[src/rtl/jt03_slot_seq_if.sv]
// Slot-serial operator bus between the slot sequencer and its neighbours.
// Master issues slots and emits aligned results; slave returns op results.
interface jt03_slot_seq_if #(
  parameter int W = 14
);
  logic [1:0]          iss_ch;
  logic [1:0]          iss_op;
  logic signed [W-1:0] op_in;
  logic signed [W-1:0] op_result;
  logic                s1_enters;
  logic                s2_enters;
  logic                s3_enters;
  logic                s4_enters;
  logic                zero;
  logic [2:0]          alg;

  modport master (
    output iss_ch,
    output iss_op,
    input  op_in,
    output op_result,
    output s1_enters,
    output s2_enters,
    output s3_enters,
    output s4_enters,
    output zero,
    output alg
  );

  modport slave (
    input  iss_ch,
    input  iss_op,
    output op_in,
    input  op_result,
    input  s1_enters,
    input  s2_enters,
    input  s3_enters,
    input  s4_enters,
    input  zero,
    input  alg
  );
endinterface

[src/rtl/jt03_slot_seq.sv]
// YM2203 12-slot sequencer: issues slots, holds per-channel algorithms
// and realigns operator results with their slot flags.
module jt03_slot_seq #(
  parameter int W      = 14,
  parameter int OP_DLY = 2
) (
  input  logic       clk,
  input  logic       rst_n,
  input  logic       clk_en,
  input  logic       cfg_we,
  input  logic [1:0] cfg_ch,
  input  logic [2:0] cfg_alg,
  jt03_slot_seq_if.master bus
);

  typedef struct packed {
    logic       s1;
    logic       s2;
    logic       s3;
    logic       s4;
    logic       zero;
    logic [2:0] alg;
  } tag_t;

  logic [3:0] slot;
  logic [1:0] grp;
  logic [1:0] ch;
  logic [2:0] alg_r [3];
  logic [2:0] alg_sel;
  tag_t       iss_tag;
  tag_t       dly [OP_DLY];
  logic signed [W-1:0] res_r;

  always_ff @(posedge clk or negedge rst_n) begin
    if (!rst_n) begin
      slot <= 4'd0;
    end else if (clk_en) begin
      slot <= (slot == 4'd11) ? 4'd0 : slot + 4'd1;
    end
  end

  // group-major frame: slot/3 is the operator group, slot%3 the channel
  always_comb begin
    grp = 2'd0;
    ch  = 2'd0;
    unique case (1'b1)
      (slot <= 4'd2): begin
        grp = 2'd0;
        ch  = slot[1:0];
      end
      (slot >= 4'd3 && slot <= 4'd5): begin
        grp = 2'd1;
        ch  = 2'(slot - 4'd3);
      end
      (slot >= 4'd6 && slot <= 4'd8): begin
        grp = 2'd2;
        ch  = 2'(slot - 4'd6);
      end
      (slot >= 4'd9): begin
        grp = 2'd3;
        ch  = 2'(slot - 4'd9);
      end
    endcase
  end

  always_ff @(posedge clk or negedge rst_n) begin
    if (!rst_n) begin
      alg_r[0] <= 3'd0;
      alg_r[1] <= 3'd0;
      alg_r[2] <= 3'd0;
    end else if (cfg_we) begin
      unique case (cfg_ch)
        2'd0: alg_r[0] <= cfg_alg;
        2'd1: alg_r[1] <= cfg_alg;
        2'd2: alg_r[2] <= cfg_alg;
        2'd3: ;
      endcase
    end
  end

  always_comb begin
    alg_sel = 3'd0;
    unique case (ch)
      2'd0: alg_sel = alg_r[0];
      2'd1: alg_sel = alg_r[1];
      2'd2: alg_sel = alg_r[2];
      2'd3: alg_sel = 3'd0;
    endcase
  end

  // operator order within a frame is S1, S3, S2, S4
  always_comb begin
    iss_tag      = '0;
    iss_tag.s1   = (grp == 2'd0);
    iss_tag.s3   = (grp == 2'd1);
    iss_tag.s2   = (grp == 2'd2);
    iss_tag.s4   = (grp == 2'd3);
    iss_tag.zero = (slot == 4'd0);
    iss_tag.alg  = alg_sel;
  end

  always_ff @(posedge clk or negedge rst_n) begin
    if (!rst_n) begin
      for (int i = 0; i < OP_DLY; i++) begin
        dly[i] <= '0;
      end
    end else if (clk_en) begin
      dly[0] <= iss_tag;
      for (int i = 1; i < OP_DLY; i++) begin
        dly[i] <= dly[i-1];
      end
    end
  end

  always_ff @(posedge clk or negedge rst_n) begin
    if (!rst_n) begin
      res_r <= '0;
    end else if (clk_en) begin
      res_r <= bus.op_in;
    end
  end

  assign bus.iss_ch    = ch;
  assign bus.iss_op    = grp;
  assign bus.op_result = res_r;
  assign bus.s1_enters = dly[OP_DLY-1].s1;
  assign bus.s2_enters = dly[OP_DLY-1].s2;
  assign bus.s3_enters = dly[OP_DLY-1].s3;
  assign bus.s4_enters = dly[OP_DLY-1].s4;
  assign bus.zero      = dly[OP_DLY-1].zero;
  assign bus.alg       = dly[OP_DLY-1].alg;

endmodule

[src/flat_wrapper.sv]
// flat-port wrapper written by rule: the top's interface ports become plain ports
module jt03_slot_seq_flat 
#(
  parameter int W      = 14,
  parameter int OP_DLY = 2
)
  (clk, rst_n, clk_en, cfg_we, cfg_ch, cfg_alg, bus_iss_ch, bus_iss_op, bus_op_in, bus_op_result, bus_s1_enters, bus_s2_enters, bus_s3_enters, bus_s4_enters, bus_zero, bus_alg);
  jt03_slot_seq_if #(.W(W)) bus_i ();
  input  logic clk;
  input  logic rst_n;
  input  logic clk_en;
  input  logic cfg_we;
  input  logic [1:0] cfg_ch;
  input  logic [2:0] cfg_alg;
  output wire logic [$bits(bus_i.iss_ch)-1:0] bus_iss_ch;
  output wire logic [$bits(bus_i.iss_op)-1:0] bus_iss_op;
  input wire logic [$bits(bus_i.op_in)-1:0] bus_op_in;
  output wire logic [$bits(bus_i.op_result)-1:0] bus_op_result;
  output wire logic [$bits(bus_i.s1_enters)-1:0] bus_s1_enters;
  output wire logic [$bits(bus_i.s2_enters)-1:0] bus_s2_enters;
  output wire logic [$bits(bus_i.s3_enters)-1:0] bus_s3_enters;
  output wire logic [$bits(bus_i.s4_enters)-1:0] bus_s4_enters;
  output wire logic [$bits(bus_i.zero)-1:0] bus_zero;
  output wire logic [$bits(bus_i.alg)-1:0] bus_alg;
  assign bus_iss_ch = bus_i.iss_ch;
  assign bus_iss_op = bus_i.iss_op;
  assign bus_i.op_in = bus_op_in;
  assign bus_op_result = bus_i.op_result;
  assign bus_s1_enters = bus_i.s1_enters;
  assign bus_s2_enters = bus_i.s2_enters;
  assign bus_s3_enters = bus_i.s3_enters;
  assign bus_s4_enters = bus_i.s4_enters;
  assign bus_zero = bus_i.zero;
  assign bus_alg = bus_i.alg;
  jt03_slot_seq #(.W(W), .OP_DLY(OP_DLY)) u_core (.clk(clk), .rst_n(rst_n), .clk_en(clk_en), .cfg_we(cfg_we), .cfg_ch(cfg_ch), .cfg_alg(cfg_alg), .bus(bus_i));
endmodule
[config.mk]
export PLATFORM = sky130hd
export DESIGN_NAME = jt03_slot_seq_flat
export DESIGN_NICKNAME = d
export VERILOG_FILES = /design/src/rtl/jt03_slot_seq_if.sv /design/src/rtl/jt03_slot_seq.sv /design/src/flat_wrapper.sv
export SDC_FILE = /design/constraint.sdc
export NUM_CORES = 1
export LEC_CHECK = 0
export CELL_PAD_IN_SITES_DETAIL_PLACEMENT = 1
export CELL_PAD_IN_SITES_GLOBAL_PLACEMENT = 1
export CORE_UTILIZATION = 38
export CTS_CLUSTER_DIAMETER = 30
export DETAILED_ROUTE_END_ITERATION = 6
export GPL_TIMING_DRIVEN = 0
export PLACE_DENSITY_LB_ADDON = 0.1
export SYNTH_ARGS = -nofsm -noshare
export SYNTH_HDL_FRONTEND = slang
export SYNTH_SLANG_ARGS = --single-unit
export TNS_END_PERCENT = 10
[constraint.sdc]
create_clock -name clk -period 2.8 [get_ports clk]
set_input_delay 0.56 -clock clk [delete_from_list [all_inputs] [get_ports clk]]
set_output_delay 0.56 -clock clk [all_outputs]
set_load 0.01 [all_outputs]
* After elaboration in Yosys (flattened, before gate mapping) *
Index checks and enable logic that the tools add are counted.

storage, ports and cells
  output and inout bits = 26
  bits in registers = 43
  logic and storage cells = 49

operators by class
  equal/unequal tests = 9
  $lt $le $gt $ge = 6
  muxes and demuxes = 4
  reductions and logical operators = 9
  add/subtract/negate cells = 4

operators by type and width
  operator                                             count
  one-hot mux 2 bit (4 select lines)                   2
  one-hot mux 3 bit (4 select lines)                   1
  equality test 2 bit, second input constant           5
  equality test 2 x 1 -> 1 bit, second input constant  3
  zero test 2 bit                                      3
  AND reduction 2 bit                                  3
  adder 4 x 1 -> 4 bit, second input constant          1
  equality test 4 bit, second input constant           1
  >= comparator 4 x 2 -> 1 bit, second input constant  1
  >= comparator 4 x 3 -> 1 bit, second input constant  1
  >= comparator 4 bit, second input constant           1
  <= comparator 4 x 2 -> 1 bit, second input constant  1
  <= comparator 4 x 3 -> 1 bit, second input constant  1
  <= comparator 4 bit, second input constant           1
  zero test 4 bit                                      1
  2-to-1 mux 4 bit                                     1
  subtractor 2 bit, second input constant              2
  logical AND 1 bit                                    2
  subtractor 2 x 1 -> 2 bit, second input constant     1

* Logic depth before layout (Yosys ltp) *
  word-level depth = 5
  depth in mapped cells = 8
  mapped depth without buffers = 7

* Worst setup path after synthesis *
No wires, ideal clock.

  path kind = reg2out
  start point = register u_core.slot[0]
  end point = output bus_iss_ch[0]
  stages on the path, launching flop included = 7
  slack = 0.409 ns
  buffers on the path = 1
  arrival = 1.831 ns
  cell sequence = dfrtp_1 > clkbuf_1 > inv_1 > ha_1 > or4b_1 > o311a_2 > o22a_1

on the way
  word-level cells in the longest chain between the ends = 3

RTL lines
  element                                                     RTL line                                  source
  start: declaration                                          jt03_slot_seq.sv:25                       logic [3:0] slot;
  start signal: assignment                                    jt03_slot_seq.sv:38                       slot <= (slot == 4'd11) ? 4'd0 : slot + 4'd1;
  >= comparator 4 x 3 -> 1 bit, or another cell as far along  jt03_slot_seq.sv:55                       (slot >= 4'd6 && slot <= 4'd8): begin
  logical AND 1 bit, on equally long branches                 jt03_slot_seq.sv:55, jt03_slot_seq.sv:51
  one-hot mux 2 bit (4 select lines) (*)                      jt03_slot_seq.sv:46                       unique case (1'b1)
  end: declaration                                            flat_wrapper.sv:15                        output wire logic [$bits(bus_i.iss_ch)-1:0] bus_iss_ch;

Mark *: on every way between the ends. The rest lies on a longest branch, timed or not.

* Final worst setup path *
  start point = register u_core.slot[0]
  end point = output bus_iss_op[1]

on the way
  word-level cells in the longest chain between the ends = 3

RTL lines
  element                                                     RTL line                                  source
  >= comparator 4 x 3 -> 1 bit, or another cell as far along  jt03_slot_seq.sv:55
  logical AND 1 bit, on equally long branches                 jt03_slot_seq.sv:55, jt03_slot_seq.sv:51
  one-hot mux 2 bit (4 select lines) (*)                      jt03_slot_seq.sv:46
  end: declaration                                            flat_wrapper.sv:16                        output wire logic [$bits(bus_i.iss_op)-1:0] bus_iss_op;

Marked as above.

==> impl_metrics.yaml <==
power_and_ir_drop:
  finalPower_mw: 2.355
  pwr_density_cell_nw_per_um2: 868.0
  ir_worst_vdd_uv: 343.1
  p_leak_nw: 1.160
floorplan:
  pin_count: 49
  start_util_pct: 40.44
  coreArea_um2: 4848
  fp.dieArea_um2: 5451
  num_rows: 25
  die_w_um: 73.83
  die_h_um: 73.83
min_path:
  holdCritPathClass: "primary input to async pin"
route:
  wirelength_um: 4515
  first_iter_violations: 42
  wl_per_cell_um: 15.90
  ant_nets: 0
  route.detailed.drc: 0
  drt_pass1_iterations: 4
  num_vias: 1440
  via_per_inst: 5.070
worst_setup_path:
  startpoint: "u_core.slot[0]"
  required_ps: 2240
  worstPathArrival_ps: 2150
  critical-path-max-stage-delay_ps: 510
  crit_chain: "buf_4, ha_2, nand2b_1, o21ai_0, nand2_1, clkdlybuf4s50_1"
  crit_path_start_kind: "register"
  critPathKind: "register to output pin"
  end_kind: "output pin"
  critical_path_peak_fanout: 5
  worstReg2RegStart: "u_core.slot[0]"
  crit_slowest_cell: "clkdlybuf4s50_1"
timing:
  setup_violations: 0
  finalCritPeriodShare_pct: 96.75
  slew_headroom_pct: 57.95
  setup_slack_ps: 91.03
  rsz0062_at_grt: "true"
  post-route-min-period_ps: 2709
  finalClockSkew_ps: 7.483
  fmax_ghz: 0.3691
  hold_viol: 0
  tightest_slew_ps: 630.8
  report.final.slew_viol_count: 0
cells_and_area:
  final_cell_mix: "clkdlybuf4s50_1, dfrtp_1, mux2_2"
  nNetsFinal: 242
  syn_to_final_growth_pct: 38.35
  layout-drive-gt1-share_pct: 30.41
  final_core_util_pct: 55.95
  n_antenna_cell: 0
  mostFrequentLayoutCell: "clkdlybuf4s50_1"
clock_network:
  clock-sinks: 43
  clkTransAtPathRegs_ps: 80
  cts.path.max_buffers: 2
  clock-root-buffer: "clkbuf_8"
  cts_buffers: 5
  holdBufCountCts: 0
  ctsHtreeMaxLevel: 2
  clk_latency_ps: 290
  cts_tree: "built"
placed_design:
  place_ws_ps: -299.3
  portBuffers: 47
  post-dp-hpwl_um: 3296
  finalWeightedCongestion: 0.8008
global_routing:
  grt_pass1_vias: 1572
  grt_first_pass_wirelength_um: 7458
  overflow: 0
  antenna_found_initial: 0
  grt_max_degree: 25
  grtUsageTotal_pct: 18.45
logic_synthesis:
  ys_types: 34
  ys.flop_type: "dfrtp_1"
  yosysWarnings: 0
  synth_area_um2: 1961
  yosysSeqAreaShare_pct: 54.88
  synth-seq-cells: 43
  synth_nets: 182
  synthCells: 156
  syn_avg_cell_area_um2: 12.57
  synthArstFlopShare_pct: 100.0
  synth_edf_count: 0
run_status:
  status: "finished clean"
run:
  maxCapViolCount: 0
## cell usage after synthesis (2+ instances only)
| master | n | share of area, % |
|---|---|---|
| dfrtp_1 | 43 | 55 |
| mux2_2 | 32 | 18 |
| nand2_1 | 16 | 3.1 |
| o21ai_0 | 7 | 1.8 |
| clkbuf_1 | 5 | 0.96 |
| inv_1 | 5 | 0.96 |
| a211oi_1 | 4 | 1.5 |
| mux2i_1 | 4 | 2.0 |
| nor2_1 | 4 | 0.77 |
| buf_4 | 3 | 1.1 |
| ha_1 | 3 | 1.9 |
| o221ai_2 | 3 | 2.3 |
| a21o_1 | 2 | 0.77 |
| buf_2 | 2 | 0.51 |
| nand2b_1 | 2 | 0.64 |
| nand3_1 | 2 | 0.51 |
| nand3b_1 | 2 | 0.77 |
## sequential cells by signal, indices dropped and copies added, names as in the netlist
name and count:
u_core.bus.s3_enters 1, u_core.bus.alg 3, u_core.alg_r 9, u_core.slot 4, u_core.bus.zero 1, u_core.dly 8
u_core.bus.op_result 14, u_core.bus.s4_enters 1, u_core.bus.s1_enters 1, u_core.bus.s2_enters 1
## worst paths after layout
path	end	slack [ps]	cells after the start
worst max-delay path	bus_iss_op[1]	90	6
worst min-delay path	u_core.dly[15]	220	1
worst max register to register	u_core.dly[9]	470	9
max in group asynchronous	u_core.slot[1]	2070	2
worst min register to register	u_core.dly[14]	490	1
min in group clk	u_core.dly[14]	490	1
## power by group
| part | internal [mW] | leakage, nW | switching [mW] |
|---|---|---|---|
| sequential | 0.786 | 0.525 | 0.107 |
| clock | 0.174 | 0.0412 | 0.209 |
| combinational | 0.585 | 0.594 | 0.493 |
| total | 1.55 | 1.16 | 0.809 |
## cell type report
cell class / instances / area, um2
Buffer: 10 / 62.56
Clock buffer: 6 / 72.57
Clock inverter: 2 / 12.51
Fill cell: 501 / 2136
Inverter: 6 / 22.52
Multi-Input combinational cell: 97 / 854.6
Sequential cell: 43 / 1077
Tap cell: 67 / 83.83
Timing Repair Buffer: 53 / 526.8
## what timing repair did
| action | CTS | global route |
|---|---|---|
| buffers inserted | 3 | 2 |
| pin swaps | 4 | 1 |
| setup endpoints to repair | 4 | 3 |
| resized for setup | 16 | 3 |
## kinds of logic (layout without fill, tap and decap cells)
| kind of cell | after synthesis | in the layout | share of synthesized area [%] |
|---|---|---|---|
| flops | 43 | 43 | 54.88 |
| mux | 36 | 36 | 20.42 |
| simple gates | 32 | 32 | 8.296 |
| compound gates | 26 | 26 | 10.72 |
| buf+inv | 16 | 77 | 3.765 |
| fa+ha+maj | 3 | 3 | 1.915 |
## critical path, delay by kind of cell, from the launching register on
kind	cells	cell delay [ps]
DFF	1	410
AOI/OAI and AO/OA	1	260
and+or+nand+nor	2	330
buffers and inverters	2	660
adders and majority gates	1	200
## routing by layer
layer  vias to the layer above  global-route usage [%]  wire length [um]
met5                         -                       0                 0
met4                         0                   6.410                58
met3                         5                   4.252               172
met2                        33                   32.01              2362
met1                       734                   22.44              1921
li1                        668                       -                 -
## per-stage QoR
stage          area, um2  TNS (ps)  cells  hold WS (ps)
3_3_place_gp        2515    -367.8    270         464.5
5_1_grt             2713    -3.680    284         241.9
2_1_floorplan       1961         0    156         264.4
3_5_place_dp        2537    -596.9    271         473.7
6_report            2713         0    284         222.5
4_1_cts             2694         0    282         234.0
Power figures use the tool's default switching activity.
